--- config.mk ---
export PLATFORM = sky130hd
export DESIGN_NAME = serial_lane_scheduler
export DESIGN_NICKNAME = d
export VERILOG_FILES = /design/src/rtl/serial_lane_scheduler_pkg.sv /design/src/rtl/serial_lane_scheduler_rr_arbiter2.sv /design/src/rtl/serial_lane_scheduler.sv
export SDC_FILE = /design/constraint.sdc
export NUM_CORES = 1
export LEC_CHECK = 0
export ABC_CLOCK_PERIOD_IN_PS = 1700
export BUFFER_PORTS_ARGS = -buffer_cell sky130_fd_sc_hd__buf_2
export CAP_MARGIN = 40
export CORE_MARGIN = 4
export CORE_UTILIZATION = 47
export CTS_BUF_LIST = sky130_fd_sc_hd__clkbuf_8
export DETAILED_ROUTE_END_ITERATION = 16
export GPL_TIMING_DRIVEN = 1
export PLACE_DENSITY = 0.77
export SYNTH_ARGS = -nofsm -noshare
export SYNTH_HDL_FRONTEND = slang
export SYNTH_SLANG_ARGS = --single-unit
--- constraint.sdc ---
create_clock -name clk -period 1.7 [get_ports clk]
set_clock_uncertainty 0.15 [all_clocks]
set_input_delay 0.34 -clock clk [delete_from_list [all_inputs] [get_ports clk]]
set_output_delay 0.34 -clock clk [all_outputs]
set_load 0.01 [all_outputs]
--- src/rtl/serial_lane_scheduler_pkg.sv ---
// ============================================================================
// Module   : serial_lane_scheduler_pkg
// Brief    : Shared constants for the two-lane serial scheduler.
// Revision : 1.0 - initial release
// ============================================================================
`default_nettype none

package serial_lane_scheduler_pkg;

  localparam logic [0:0] ST_IDLE = 1'b0;
  localparam logic [0:0] ST_SEND = 1'b1;

  localparam logic [7:0] IDLE_SYM_DEFAULT = 8'hBC;

  localparam logic LANE0 = 1'b0;
  localparam logic LANE1 = 1'b1;

endpackage

`default_nettype wire

--- src/rtl/serial_lane_scheduler_rr_arbiter2.sv ---
// ============================================================================
// Module   : rr_arbiter2
// Brief    : Two-lane round-robin arbiter with a per-lane burst limit.
// Revision : 1.0 - initial release
// ============================================================================
`default_nettype none

module rr_arbiter2
  import serial_lane_scheduler_pkg::*;
#(
  parameter int MAX_BURST = 4,
  parameter int BW        = $clog2(MAX_BURST + 1)
) (
  input  logic          clk_i,
  input  logic          rst_ni,
  input  logic          elig0_i,
  input  logic          elig1_i,
  input  logic          decide_i,
  output logic          grant0_o,
  output logic          grant1_o,
  output logic          last_grant_o,
  output logic [BW-1:0] burst_cnt_o
);

  logic          last_q, last_d;
  logic [BW-1:0] burst_q, burst_d;
  logic          w_g0, w_g1, w_sel;

  // A zero burst count means the previous decision granted nothing.
  always_comb begin
    w_sel = last_q;
    w_g0  = 1'b0;
    w_g1  = 1'b0;
    if (elig0_i && elig1_i) begin
      if (burst_q == '0)
        w_sel = ~last_q;
      else if (burst_q < BW'(MAX_BURST))
        w_sel = last_q;
      else
        w_sel = ~last_q;
      w_g0 = (w_sel == LANE0);
      w_g1 = (w_sel == LANE1);
    end else begin
      w_g0 = elig0_i;
      w_g1 = elig1_i;
    end
  end

  always_comb begin
    last_d  = last_q;
    burst_d = burst_q;
    if (decide_i) begin
      if (w_g0 || w_g1) begin
        if (w_g1 != last_q) begin
          last_d  = w_g1;
          burst_d = BW'(1);
        end else if (burst_q < BW'(MAX_BURST)) begin
          burst_d = burst_q + BW'(1);
        end
      end else begin
        burst_d = '0;
      end
    end
  end

  always_ff @(posedge clk_i or negedge rst_ni) begin
    if (!rst_ni) begin
      last_q  <= LANE1;
      burst_q <= '0;
    end else begin
      last_q  <= last_d;
      burst_q <= burst_d;
    end
  end

  assign grant0_o     = decide_i & w_g0;
  assign grant1_o     = decide_i & w_g1;
  assign last_grant_o = last_q;
  assign burst_cnt_o  = burst_q;

endmodule

`default_nettype wire

--- src/rtl/serial_lane_scheduler.sv ---
// ============================================================================
// Module   : serial_lane_scheduler
// Brief    : Shares one MSB-first serial lane between two FIFOs, idle-filling.
// Revision : 1.0 - initial release
// ============================================================================
`default_nettype none

module serial_lane_scheduler
  import serial_lane_scheduler_pkg::*;
#(
  parameter int                   DATA_SIZE = 8,
  parameter logic [DATA_SIZE-1:0] IDLE_SYM  = DATA_SIZE'(IDLE_SYM_DEFAULT),
  parameter int                   MAX_BURST = 4
) (
  input  logic                 clk,
  input  logic                 reset,
  input  logic [DATA_SIZE-1:0] in0,
  input  logic [DATA_SIZE-1:0] in1,
  input  logic                 fifo_empty0,
  input  logic                 fifo_empty1,
  input  logic                 fifo0_almost_empty,
  input  logic                 fifo1_almost_empty,
  input  logic                 fifo_up0_almostfull,
  input  logic                 fifo_up1_almostfull,
  output logic                 pop_0,
  output logic                 pop_1,
  output logic                 ser_out,
  output logic                 ser_valid,
  output logic                 lane_id,
  output logic                 frame_start
);

  localparam int             CW     = $clog2(DATA_SIZE);
  localparam int             BW     = $clog2(MAX_BURST + 1);
  localparam logic [CW-1:0]  LAST   = CW'(DATA_SIZE - 1);
  localparam logic [CW-1:0]  DECIDE = CW'(DATA_SIZE - 2);

  logic [CW-1:0]        bit_cnt_q, bit_cnt_d;
  logic [0:0]           state_q, state_d;
  logic [DATA_SIZE-1:0] shreg_q, shreg_d;
  logic                 ser_valid_q, ser_valid_d;
  logic                 lane_id_q, lane_id_d;

  logic          w_decide, w_load;
  logic          w_elig0, w_elig1;
  logic          w_grant0, w_grant1, w_last_grant;
  logic [BW-1:0] w_burst_cnt_unused;

  assign w_decide = (bit_cnt_q == DECIDE);
  assign w_load   = (bit_cnt_q == LAST);
  assign w_elig0  = ~fifo_empty0 & ~fifo0_almost_empty & ~fifo_up0_almostfull;
  assign w_elig1  = ~fifo_empty1 & ~fifo1_almost_empty & ~fifo_up1_almostfull;

  rr_arbiter2 #(
    .MAX_BURST (MAX_BURST),
    .BW        (BW)
  ) u_arb (
    .clk_i        (clk),
    .rst_ni       (reset),
    .elig0_i      (w_elig0),
    .elig1_i      (w_elig1),
    .decide_i     (w_decide),
    .grant0_o     (w_grant0),
    .grant1_o     (w_grant1),
    .last_grant_o (w_last_grant),
    .burst_cnt_o  (w_burst_cnt_unused)
  );

  always_ff @(posedge clk or negedge reset) begin
    if (!reset) state_q <= ST_IDLE;
    else        state_q <= state_d;
  end

  always_comb begin
    state_d = state_q;
    if (w_decide)
      state_d = (w_elig0 | w_elig1) ? ST_SEND : ST_IDLE;
  end

  // Pops are gated by reset so a held reset never strobes the FIFOs.
  always_comb begin
    pop_0 = reset & w_grant0;
    pop_1 = reset & w_grant1;
  end

  // After a decision, last_grant already names the lane whose word is arriving.
  always_comb begin
    bit_cnt_d   = (bit_cnt_q == LAST) ? '0 : bit_cnt_q + CW'(1);
    shreg_d     = {shreg_q[DATA_SIZE-2:0], 1'b0};
    ser_valid_d = ser_valid_q;
    lane_id_d   = lane_id_q;
    if (w_load) begin
      if (state_q == ST_SEND) begin
        shreg_d     = w_last_grant ? in1 : in0;
        ser_valid_d = 1'b1;
        lane_id_d   = w_last_grant;
      end else begin
        shreg_d     = IDLE_SYM;
        ser_valid_d = 1'b0;
        lane_id_d   = LANE0;
      end
    end
  end

  always_ff @(posedge clk or negedge reset) begin
    if (!reset) begin
      bit_cnt_q   <= '0;
      shreg_q     <= IDLE_SYM;
      ser_valid_q <= 1'b0;
      lane_id_q   <= LANE0;
    end else begin
      bit_cnt_q   <= bit_cnt_d;
      shreg_q     <= shreg_d;
      ser_valid_q <= ser_valid_d;
      lane_id_q   <= lane_id_d;
    end
  end

  assign ser_out     = shreg_q[DATA_SIZE-1];
  assign ser_valid   = ser_valid_q;
  assign lane_id     = lane_id_q;
  assign frame_start = (bit_cnt_q == '0);

endmodule

`default_nettype wire

==> results.json, run 1 <==
{
  "outcome": "finished with violations",
  "violations": "setup timing",
  "p_seq_frac": 0.461,
  "rsz0062_at_grt": "true",
  "reg2reg_from": "u_arb.burst_cnt_o[1]",
  "worst_pin_slew_ps": 461,
  "yosys.area.top_type": "dfrtp_1",
  "via_per_inst": 5.06,
  "syn_inst": 100,
  "p_sw_uw": 254,
  "synth_top_family_by_area": "compound AO/OA/AOI/OAI gates",
  "numClockSinks": 18,
  "critPathLaunchType": "flop",
  "power_mw": 1.04,
  "hp-start": "in0[0]",
  "io_pins": 30,
  "arrival_ps": 1560,
  "root_buffer": "clkbuf_8",
  "synth_compound_area_frac": 0.156,
  "powerDensity_mw_per_mm2": 746,
  "avgSynthCellArea_sq_um": 9.86,
  "dieHeight_microns": 53.8,
  "wirelength_microns": 2270,
  "antenna_cells": 0,
  "max_freq_mhz": 488,
  "yosysTopAreaCellShare": 0.305,
  "placed_cells": 167,
  "clkLatencyLatePin_ps": 250,
  "critPathKind": "flop to output port",
  "num-nets-final": 178,
  "avgRoutedWirePerCell_microns": 13.0,
  "clockBufferDepth": 2,
  "p_leak_nw": 0.690,
  "clock_power_share": 0.326,
  "cts_tree": "done",
  "ys.flop_type": "dfrtp_1",
  "grt_pass1_vias": 875,
  "maxCapViolations": 0,
  "cp_max_fo": 2,
  "grt_pass1_wl_microns": 3580,
  "irDropWorstVdd_uv": 664,
  "synth_warnings": 0,
  "final.min_clock_period_ps": 2050,
  "muxShareOfSynthArea": 0.0812,
  "gp_congestion": 0.832,
  "ant_nets": 0,
  "worst_hold_path.endpoint": "shreg_q[0]",
  "grt_overflow": 0,
  "p_comb_frac": 0.213,
  "synth.cell_area_sq_um": 986,
  "setup-tns-final_ps": -845,
  "synth-edff-count": 0,
  "drive_gt1_frac": 0.497,
  "reg2reg_slack_ps": -130,
  "initial_utilization": 0.497,
  "die_w_microns": 53.8,
  "r2r-end": "u_arb.burst_cnt_o[0]",
  "rows": 16,
  "hpwl_microns": 1780,
  "min_path_type": "primary input to flop",
  "reg2regPathDepth": 8,
  "grt_usage": 0.171,
  "grtUsageMet2": 0.294,
  "busiest_layer": "met2",
  "synth_cell_types": 29,
  "ys_ff_latch": 18,
  "cts_inserted_buffers": 3,
  "layout.cells.non_filler": 174,
  "setup_viol": 4,
  "grt_start_max_net_pins": 19,
  "vias": 881,
  "dieArea_sq_mm": 0.00289,
  "yosys.area_share.simple": 0.155,
  "clkSlewWorstSetupHoldPaths_ps": 70,
  "relSlewSlack": 0.690,
  "power.internal_uw": 783,
  "hold_viol": 0,
  "htree_levels": 1,
  "use_met3": 0.0332,
  "syn-num-nets": 130,
  "core_sq_mm": 0.00198,
  "fin_util": 0.702,
  "firstDrtPassIters": 4,
  "setup_slack_ps": -351,
  "endpoint_kind": "output port",
  "initialDrtViolationCount": 7,
  "synth-seq-area-share": 0.464,
  "io_buffer_count": 29,
  "required_ps": 1210,
  "synth_xor_area_frac": 0.00888,
  "syn2layout_area_growth_pct": 41.1,
  "synthArstFlopShare": 1.00,
  "yosysMostFrequentCell": "dfrtp_1",
  "grt_util_met1": 0.205,
  "fin_crit_sh": 1.21,
  "antenna_found_initial": 0,
  "drcViolationCount": 0,
  "p_sw_frac": 0.245,
  "synthAdderAreaFrac": 0.0761,
  "synth_commonest_cells": "12 x dfrtp_1, 11 x a21oi_1, 10 x nor2_1, 8 x inv_1, 8 x mux2i_1",
  "hold-path-cell-count": 3,
  "final_max_slew_viol_count": 0,
  "synth_area_leaders": "dfrtp_1 30%, dfstp_2 16%, mux2i_1 8.1%, ha_1 7.6%, a21oi_1 5.6%"
}
[per-layer routing]
metal | share of wire | routed length [microns] | vias up
met4 | 0.0031 | 7 | 0
li1 | - | - | 440
met1 | 0.40 | 907 | 421
met3 | 0.045 | 102 | 2
met2 | 0.55 | 1250 | 18
met5 | 0 | 0 | -
[cells in the final DEF (no fill, tap or decap)]
cell and n:
nor3_2 1, dfrtp_1 12, a21oi_1 8, nor3_1 5, mux2i_1 8, nor2_2 2, o22ai_2 1, buf_6 1
xor2_2 1, nand3b_1 1, ha_1 5, o2bb2ai_2 1, a32o_2 1, and2_1 1, ha_2 1, a21o_1 2
dfstp_2 6, nor2_1 8, o21ai_0 2, buf_4 17, nor2b_1 1, and2_2 1, nand2_1 5, or2_4 1
inv_1 8, buf_2 29, or3_1 2, o21ai_1 1, a21oi_2 3, o211ai_1 1, dlygate4sd3_1 1, o22ai_1 2
or4_4 1, o221ai_1 1, clkbuf_8 4, or4b_4 1, a211oi_2 1
[per-stage QoR]
stage | area [sq um] | setup WS [ps] | hold WS [ps]
2_1_floorplan | 1020 | -184 | -106
3_3_place_gp | 1280 | -94.0 | 174
3_5_place_dp | 1280 | -151 | 178
4_1_cts | 1360 | -369 | 221
5_1_grt | 1390 | -412 | 240
6_report | 1390 | -351 | 212
[cell families (layout without fill, tap and decap cells)]
kind of cell	count (synthesis)	count (layout)
flip-flops	18	18
multiplexers	8	8
buffers and inverters	13	60
adder cells (fa/ha/maj)	6	6
AND/OR/NAND/NOR	30	30
AO/OA/AOI/OAI	24	24
XOR/XNOR	1	1
[worst max-delay path, stage by stage, from the launching register on]
cell	delay, ps
dfrtp_1	360
inv_1	50
ha_2	170
or2_4	260
xor2_2	160
a211oi_2	170
buf_2	150
[repair_timing]
action,4_1_cts,5_1_grt
gates resized for setup,2,8
hold buffers,1,0
pin swaps,5,4
gates cloned,0,0
setup buffers,1,1
endpoints found under the setup margin,4,6
endpoints found under the hold margin,12,0
[state kept, by name, indices dropped and copies added (netlist names)]
name                count
ser_valid               1
state_q                 1
bit_cnt_q               3
u_arb.last_grant_o      1
lane_id                 1
shreg_q                 8
u_arb.burst_cnt_o       3
[power by group through the flow]
stage                     Combinational [mW]  Sequential [mW]  Clock [mW]
final                                  0.221            0.478       0.338
after global routing                   0.242            0.481       0.372
after CTS                              0.212            0.477       0.350
after detailed placement               0.198            0.486           0
after global placement                 0.190            0.485           0
after floorplan                        0.133            0.481           0
[layout make-up]
cell class | instances | area, sq um
Multi-Input combinational cell | 69 | 520
Fill cell | 171 | 591
Clock buffer | 4 | 55.1
Tap cell | 27 | 33.8
Inverter | 8 | 30.0
Sequential cell | 18 | 458
Timing Repair Buffer | 48 | 294
[worst max path at each step]
stage / endpoint / cells after the start / slack (ps) / from
3_5_place_dp: pop_1 / 7 / -150 / u_arb.burst_cnt_o[1]
5_1_grt: pop_0 / 6 / -410 / u_arb.burst_cnt_o[1]
2_1_floorplan: pop_1 / 7 / -180 / u_arb.burst_cnt_o[0]
4_1_cts: pop_0 / 6 / -370 / u_arb.burst_cnt_o[1]
3_3_place_gp: pop_1 / 7 / -90 / u_arb.burst_cnt_o[1]
6_report: pop_0 / 6 / -350 / u_arb.burst_cnt_o[1]
Power figures use the tool's default switching activity.
==> run 2: changes to the inputs <==
- REMOVE_ABC_BUFFERS: not set -> 1
==> results.json, run 2 (same netlist as run 1, synthesis figures left out) <==
{
  "place_area_sq_mm": 0.00123,
  "powerDensity_mw_per_mm2": 767,
  "grt_usage": 0.181,
  "cp_max_fo": 2,
  "regMostFlops": "shreg_q",
  "syn2layout_area_growth_pct": 37.7,
  "num-nets-final": 175,
  "hold_slack_ps": 198,
  "cts_inserted_buffers": 3,
  "die_w_microns": 53.8,
  "clkLatencyLatePin_ps": 260,
  "setup-tns-final_ps": -758,
  "io_pins": 30,
  "clockBufferDepth": 2,
  "outcome": "finished with violations",
  "max_freq_mhz": 489,
  "cts_tree": "done",
  "grt_pass1_wl_microns": 3680,
  "maxCapViolations": 0,
  "relSlewSlack": 0.676,
  "critPathKind": "flop to output port",
  "critPathLaunchType": "flop",
  "reg2regPathDepth": 7,
  "final_cell_mix": "29 x buf_2, 15 x buf_4, 12 x dfrtp_1",
  "grt_overflow": 0,
  "avgRoutedWirePerCell_microns": 13.8,
  "min_path_type": "primary input to flop",
  "arrival_ps": 1550,
  "io_buffer_count": 29,
  "drive_gt1_frac": 0.479,
  "setup_viol": 4,
  "vias": 871,
  "clkSlewWorstSetupHoldPaths_ps": 70,
  "core_sq_mm": 0.00198,
  "endpoint_kind": "output port",
  "required_ps": 1210,
  "violations": "setup timing",
  "htree_levels": 1,
  "stdcell_area_sq_mm": 0.00136,
  "firstDrtPassIters": 4,
  "ant_nets": 0,
  "dieHeight_microns": 53.8,
  "fin_crit_sh": 1.20,
  "worst_pin_slew_ps": 482,
  "grt_pass1_vias": 856,
  "initialDrtViolationCount": 10,
  "hold-path-cell-count": 3,
  "numClockSinks": 18,
  "dieArea_sq_mm": 0.00289,
  "drcViolationCount": 0,
  "hold_viol": 0,
  "initial_utilization": 0.497,
  "gp_congestion": 0.830,
  "antenna_found_initial": 0,
  "final.min_clock_period_ps": 2040,
  "irDropWorstVdd_uv": 615,
  "antenna_cells": 0,
  "grt_start_max_net_pins": 19,
  "p_leak_nw": 0.670,
  "wirelength_microns": 2360,
  "root_buffer": "clkbuf_8",
  "final_common_cell": "buf_2",
  "largest_reg_flops": 8,
  "rsz0062_at_grt": "true",
  "hpwl_microns": 1790,
  "power_mw": 1.04,
  "via_per_inst": 5.09,
  "final_max_slew_viol_count": 0,
  "setup_slack_ps": -343,
  "rows": 16
}
==> run 2: final timing paths <==
| check | startpoint | to | slack, ps |
|---|---|---|---|
| max | u_arb.burst_cnt_o[0] | pop_1 | -340 |
| min | in0[0] | shreg_q[0] | 200 |
| max reg2reg | u_arb.burst_cnt_o[0] | u_arb.burst_cnt_o[0] | -70 |
| min reg2reg | shreg_q[3] | shreg_q[4] | 330 |
| max in group asynchronous | reset | shreg_q[3] | 690 |
| min in group asynchronous | reset | u_arb.burst_cnt_o[2] | 450 |
==> run 2: power by group <==
group | internal [mW] | switching, mW
combinational | 0.108 | 0.103
sequential | 0.462 | 0.0154
clock | 0.206 | 0.146
total | 0.776 | 0.265
==> run 2: layout make-up <==
type                            count  area, sq um
Tap cell                           27         33.8
Timing Repair Buffer               45          268
Sequential cell                    18          458
Fill cell                         161          624
Multi-Input combinational cell     69          513
Inverter                            8         30.0
Clock buffer                        4         55.1
==> run 2: stage by stage <==
step / cells / worst slack [ps] / util
after detailed placement: 164 / -179 / 0.623
after CTS: 171 / -337 / 0.674
after floorplan: 95 / -229 / -
after global routing: 171 / -433 / 0.685
final: 171 / -343 / 0.685
after global placement: 164 / -146 / 0.623
==> run 2: metal layers <==
metal	global-route usage	share of wire
met5	0	0
met4	0.0766	0.0097
met3	0.0332	0.053
met2	0.331	0.53
met1	0.203	0.40
==> run 2: worst max-delay path, cell delays in order (launching register included) <==
cell and delay [ps]:
dfrtp_1 350, inv_1 50, ha_2 160, or2_4 230
xor2_2 170, nor2_2 60, nor3_2 120, buf_2 160
==> run 2: repair_timing <==
action,in CTS,in global routing
setup buffers,2,0
hold endpoints to repair,12,0
setup endpoints to repair,5,8
pin swaps,1,0
hold buffers,1,0
resized for setup,5,7
